[config.mk]
export PLATFORM = sky130hd
export DESIGN_NAME = ram_port_arbiter
export DESIGN_NICKNAME = d
export VERILOG_FILES = /design/src/rtl/ram_port_arbiter_pkg.sv /design/src/rtl/ram_port_arbiter_rr_arb2_lock.sv /design/src/rtl/ram_port_arbiter.sv
export SDC_FILE = /design/constraint.sdc
export NUM_CORES = 1
export LEC_CHECK = 0
export BUFFER_PORTS_ARGS = -buffer_cell sky130_fd_sc_hd__buf_2
export CAP_MARGIN = 25
export CORE_MARGIN = 4
export CORE_UTILIZATION = 35
export CTS_BUF_LIST = sky130_fd_sc_hd__clkbuf_8
export DETAILED_ROUTE_END_ITERATION = 16
export PLACE_DENSITY = 0.89
export SYNTH_ARGS = -nofsm -noshare
export SYNTH_HDL_FRONTEND = slang
export SYNTH_SLANG_ARGS = --single-unit
[constraint.sdc]
create_clock -name clk -period 2 [get_ports clk]
set_clock_uncertainty 0.2 [all_clocks]
set_input_delay 0.2 -clock clk [delete_from_list [all_inputs] [get_ports clk]]
set_output_delay 0.2 -clock clk [all_outputs]
set_load 0.02 [all_outputs]
[src/rtl/ram_port_arbiter_pkg.sv]
// Shared types and defaults for the operand/result RAM port arbiter.
package ram_port_arbiter_pkg;

    typedef enum logic {
        HOST = 1'b0,
        ENG  = 1'b1
    } owner_t;

    typedef enum logic {
        ARB    = 1'b0,
        LOCKED = 1'b1
    } arb_state_t;

    localparam int ADDR_W_DEF   = 4;
    localparam int DATA_W_DEF   = 16;
    localparam int MAX_LOCK_DEF = 4;

    // Plain 2-way round-robin pick. req/gnt bit 0 is the host, bit 1 the engine.
    // With both requesting, the port that did not own the last slot wins.
    function automatic logic [1:0] rr_pick(input logic [1:0] req, input owner_t last);
        logic [1:0] g;
        g = req;
        if (req == 2'b11) begin
            g = (last == HOST) ? 2'b10 : 2'b01;
        end
        return g;
    endfunction

endpackage

[src/rtl/ram_port_arbiter_rr_arb2_lock.sv]
// Combinational round-robin arbiter with engine lock and starvation cap.
// Produces this cycle's grant plus the next arbiter state, owner and lock count.
module rr_arb2_lock
    import ram_port_arbiter_pkg::*;
#(
    parameter int MAX_LOCK = MAX_LOCK_DEF,
    parameter int CNT_W    = $clog2(MAX_LOCK + 1)
) (
    input  logic [1:0]       req_i,
    input  logic             lock_i,
    input  arb_state_t       state_i,
    input  owner_t           last_owner_i,
    input  logic [CNT_W-1:0] lock_cnt_i,
    output logic [1:0]       gnt_o,
    output arb_state_t       state_o,
    output owner_t           last_owner_o,
    output logic [CNT_W-1:0] lock_cnt_o
);

    localparam logic [CNT_W-1:0] MAX_CNT = CNT_W'(MAX_LOCK);

    logic   eng_holds;
    owner_t rr_last;

    // Engine keeps the slot only while it is locked and still requesting.
    assign eng_holds = (state_i == LOCKED) && req_i[1] && lock_i;
    // Leaving LOCKED arbitrates with the engine treated as the last owner.
    assign rr_last   = (state_i == LOCKED) ? ENG : last_owner_i;

    // Grant selection and next-state computation.
    always_comb begin
        gnt_o        = 2'b00;
        state_o      = state_i;
        lock_cnt_o   = lock_cnt_i;
        last_owner_o = last_owner_i;

        if (!eng_holds) begin
            gnt_o = rr_pick(req_i, rr_last);
            if (gnt_o[1] && lock_i) begin
                state_o    = LOCKED;
                lock_cnt_o = CNT_W'(1);
            end else begin
                state_o    = ARB;
                lock_cnt_o = '0;
            end
        end else if (lock_cnt_i < MAX_CNT) begin
            gnt_o      = 2'b10;
            lock_cnt_o = lock_cnt_i + CNT_W'(1);
        end else if (req_i[0]) begin
            // Cap reached and the host is waiting: it gets exactly one slot.
            gnt_o      = 2'b01;
            state_o    = ARB;
            lock_cnt_o = '0;
        end else begin
            // Cap reached but nobody else wants the RAM; count saturates.
            gnt_o = 2'b10;
        end

        if (gnt_o[0]) begin
            last_owner_o = HOST;
        end else if (gnt_o[1]) begin
            last_owner_o = ENG;
        end
    end

endmodule

[src/rtl/ram_port_arbiter.sv]
// Shares the single-port operand/result RAM between the host and the compute
// engine: one access per cycle, round-robin with engine lock, and a one-cycle
// read-return path tagged with the owning port.
module ram_port_arbiter
    import ram_port_arbiter_pkg::*;
#(
    parameter int ADDR_W   = ADDR_W_DEF,
    parameter int DATA_W   = DATA_W_DEF,
    parameter int MAX_LOCK = MAX_LOCK_DEF
) (
    input  logic              clk,
    input  logic              rst,
    input  logic              h_req,
    input  logic              h_we,
    input  logic [ADDR_W-1:0] h_addr,
    input  logic [DATA_W-1:0] h_wdata,
    output logic              h_gnt,
    output logic              h_rvalid,
    output logic [DATA_W-1:0] h_rdata,
    input  logic              e_req,
    input  logic              e_we,
    input  logic [ADDR_W-1:0] e_addr,
    input  logic [DATA_W-1:0] e_wdata,
    input  logic              e_lock,
    output logic              e_gnt,
    output logic              e_rvalid,
    output logic [DATA_W-1:0] e_rdata,
    output logic              ram_en,
    output logic              ram_we,
    output logic [ADDR_W-1:0] ram_addr,
    output logic [DATA_W-1:0] ram_wdata,
    input  logic [DATA_W-1:0] ram_rdata,
    output logic              busy
);

    localparam int CNT_W = $clog2(MAX_LOCK + 1);

    arb_state_t       state_q, state_d;
    owner_t           last_owner_q, last_owner_d;
    logic [CNT_W-1:0] lock_cnt_q, lock_cnt_d;
    logic             rd_pend_q, rd_pend_d;
    owner_t           rd_owner_q, rd_owner_d;
    logic [1:0]       gnt_raw;
    logic [1:0]       gnt;

    rr_arb2_lock #(
        .MAX_LOCK (MAX_LOCK),
        .CNT_W    (CNT_W)
    ) u_arb (
        .req_i        ({e_req, h_req}),
        .lock_i       (e_lock),
        .state_i      (state_q),
        .last_owner_i (last_owner_q),
        .lock_cnt_i   (lock_cnt_q),
        .gnt_o        (gnt_raw),
        .state_o      (state_d),
        .last_owner_o (last_owner_d),
        .lock_cnt_o   (lock_cnt_d)
    );

    // Grants are combinational, so they are masked while reset is held.
    assign gnt   = gnt_raw & {2{rst}};
    assign h_gnt = gnt[0];
    assign e_gnt = gnt[1];

    // RAM command mux: the granted port drives the RAM, otherwise all zero.
    always_comb begin
        ram_en    = 1'b0;
        ram_we    = 1'b0;
        ram_addr  = '0;
        ram_wdata = '0;
        if (gnt[0]) begin
            ram_en    = 1'b1;
            ram_we    = h_we;
            ram_addr  = h_addr;
            ram_wdata = h_wdata;
        end else if (gnt[1]) begin
            ram_en    = 1'b1;
            ram_we    = e_we;
            ram_addr  = e_addr;
            ram_wdata = e_wdata;
        end
    end

    assign rd_pend_d  = ram_en & ~ram_we;
    assign rd_owner_d = gnt[1] ? ENG : HOST;

    // Arbiter state, owner history, lock count and read-return tag.
    always_ff @(posedge clk or negedge rst) begin
        if (!rst) begin
            state_q      <= ARB;
            last_owner_q <= HOST;
            lock_cnt_q   <= '0;
            rd_pend_q    <= 1'b0;
            rd_owner_q   <= HOST;
        end else begin
            state_q      <= state_d;
            last_owner_q <= last_owner_d;
            lock_cnt_q   <= lock_cnt_d;
            rd_pend_q    <= rd_pend_d;
            rd_owner_q   <= rd_owner_d;
        end
    end

    assign h_rvalid = rd_pend_q && (rd_owner_q == HOST);
    assign e_rvalid = rd_pend_q && (rd_owner_q == ENG);
    assign h_rdata  = h_rvalid ? ram_rdata : '0;
    assign e_rdata  = e_rvalid ? ram_rdata : '0;
    assign busy     = (state_q != ARB) || rd_pend_q;

endmodule

==> flow_summary_export.csv <==
group,metric,value,unit
detailed_routing,wl_per_cell,18.7,um
critical_path,ff2ff_setup_slack,0.29,ns
grt,grt_pass1_vias,1684,
yosys,syn_nets,215,
yosys,syn_avg_cell_area,7.11,sq um
timing,fmax,455,MHz
cells_and_area,final.fill_count,182,
timing,slew_headroom,74.4,%
timing,finalCritPeriodShare,110,%
floorplanning,core_area,2850,sq um
critical_path,cp.arrival,1.80,ns
timing,setup_viol,22,
critical_path,critPathMaxFanout,10,
cts,cts-htree-levels,1,
hold_path,hp-class,"in2reg",
critical_path,worst_setup_path_end_kind,"primary output",
detailed_routing,avgViaCountPerCell,5.71,
yosys,ys_seq_area_share,16.3,%
cts,clk_pin_slew,0.04,ns
yosys,ys_warn_count,0,
grt,grt_max_degree,27,
timing,fin_crit,2.20,ns
critical_path,endpoint,"e_gnt",
cells_and_area,n_antenna_cell,0,
grt,antenna_found_initial,0,
critical_path,cp-start-kind,"register",
yosys,synth-seq-cells,7,
yosys,yosys.area.top_type_share,21.0,%
yosys,synth-main-ff-cell,"dfrtp_1",
critical_path,r2r-end,"rd_pend_q",
detailed_routing,drt_first_pass_iters,5,
yosys,yosysTopAreaCell,"o22ai_2",
detailed_routing,routed_wl,5720,um
cells_and_area,final_cell_mix,"buf_2 (98), nand2_1 (44), buf_6 (18)",
cts,cts-root-buf,"clkbuf_8",
timing,hold_viol,0,
grt,grt_pass1_wl,7460,um
floorplanning,rows,19,
yosys,ys_types,28,
yosys,synthArstFlopShare,100,%
floorplanning,start_util,37.6,%
cts,cts.sinks,7,
detailed_routing,vias,1746,
placed_design,dp_hpwl,3290,um
critical_path,critical_path_class,"reg2out",
detailed_routing,ant_nets,0,
yosys,syn_area,1070,sq um
detailed_routing,drt-initial-drc-count,96,
cells_and_area,final_util,71.6,%
critical_path,cp-startpoint,"lock_cnt_q[2]",
flow_run,cap_violations,0,
grt,grtUsageTotal,23.1,%
timing,rsz0062_at_grt,"yes",
timing,setup_ws,-0.197,ns
detailed_routing,drcViolationCount,0,
yosys,synth_cells,151,
status,violations,"negative setup slack",
placed_design,portBuffers,121,
power,p_per_area,433,nW/um^2
cts,clock_latency,0.24,ns
cells_and_area,nets,340,
cells_and_area,drive_gt1_share,59.6,%
grt,grt_overflow,0,
floorplanning,dieArea,4020,sq um
floorplanning,io_pins,122,
power,max-vdd-ir-drop,0.388,mV
power,leakagePower,1.17,nW
cts,cts_setup_buffers,0,
cells_and_area,layout_commonest_cell,"buf_2",
critical_path,critPathRequiredTime,1.60,ns
timing,worstMarginPinSlew,0.384,ns
timing,final_max_slew_viol_count,0,
floorplanning,die_x,63.4,um
floorplanning,chipHeight,63.4,um
status,outcome,"complete, but fails checks",
critical_path,rr_startpoint,"lock_cnt_q[2]",
power,total_power,0.000885,W
yosys,synth_area_leaders,"o22ai_2 (21%), dfrtp_1 (16%), nand2_1 (15%)",
cells_and_area,syn_to_final_growth,90.2,%
cts,clockBufferDepth,2,
cells_and_area,final_area,2040,sq um
placed_design,gp_congestion,0.797,
critical_path,ff2ff_path_depth,5,
cts,cts_made_buffers,3,
placed_design,dpl-instance-area,1730,sq um
yosys,synth_edf_count,0,
cts,cts_tree,"yes",
-- where the power goes --
part	total (W)	internal [W]	switching, W	leakage, nW
clock	0.000213	0.000134	0.0000791	0.0269
sequential	0.000166	0.000150	0.0000158	0.0911
combinational	0.000506	0.000231	0.000275	1.05
total	0.000885	0.000515	0.000370	1.17
-- worst max-delay path: stages (launching register included) --
cell	delay, ns
dfrtp_1	0.38
buf_4	0.16
and3b_1	0.29
o21ai_4	0.10
buf_8	0.16
nor2_1	0.24
buf_4	0.21
-- repair_timing --
| action | 4_1_cts | 5_1_grt |
|---|---|---|
| gates resized for setup | 36 | 24 |
| setup endpoints to repair | 22 | 26 |
| cloned | 1 | 1 |
| pin swaps | 1 | 1 |
| endpoints found under the hold margin | 8 | 0 |
| hold buffers | 2 | 0 |
-- worst min path at each step --
| stage | start | to | slack, ns | cells after the start |
|---|---|---|---|---|
| 2_1_floorplan | rst | last_owner_q | -0.30 | 0 |
| 3_3_place_gp | rst | state_q | -0.13 | 1 |
| 3_5_place_dp | rst | state_q | -0.13 | 1 |
| 4_1_cts | h_req | state_q | 0.0001 | 2 |
| 5_1_grt | h_req | state_q | 0.04 | 2 |
| 6_report | h_req | state_q | 0.006 | 2 |
-- cells by family after synthesis --
kind of cell / count (synthesis) / share of synthesized area, %
simple gates: 94 / 43.1
compound gates: 30 / 28.4
buf+inv: 17 / 8.97
flops: 7 / 16.3
mux: 2 / 1.98
fa+ha+maj: 1 / 1.17
-- metal layers --
layer  wire length, um  share of wire (%)  global-route usage [%]
met5                 0                  0                       0
met4               265                4.6                    17.3
met3               660                 12                    4.80
met2              2930                 51                    42.2
met1              1870                 33                    22.5
-- synth_stat cells, types with 2 or more instances --
master and instances:
nand2_1 44, o22ai_2 18, and2_1 17, and3_1 16, clkbuf_1 8, nor2_1 8, dfrtp_1 7, a21oi_1 4
buf_6 3, o22ai_1 3, buf_2 2, buf_4 2, inv_1 2, nand2b_1 2, nand3_1 2
-- metrics by stage --
stage	cells	setup TNS, ns	worst slack (ns)	hold WS [ns]
after global routing	306	-2.60	-0.207	0.0359
after CTS	305	-0.647	-0.0448	0.0000984
after global placement	298	0	0.184	-0.131
after floorplan	151	0	0.162	-0.296
after detailed placement	298	0	0.160	-0.128
final	306	-1.50	-0.197	0.00575
-- registers in the layout, indices dropped and copies added (netlist names) --
signal / flops
rd_owner_q: 1
lock_cnt_q: 3
state_q: 1
rd_pend_q: 1
last_owner_q: 1
-- final cells by class --
class	instances	area, sq um	area share, %
Tap cell	31	38.8	1.90
Timing Repair Buffer	135	893	43.7
Clock buffer	3	41.3	2.02
Multi-Input combinational cell	127	881	43.1
Inverter	2	7.51	0.368
Sequential cell	7	176	8.64
Clock inverter	1	3.75	0.184
Power figures use the tool's default switching activity.
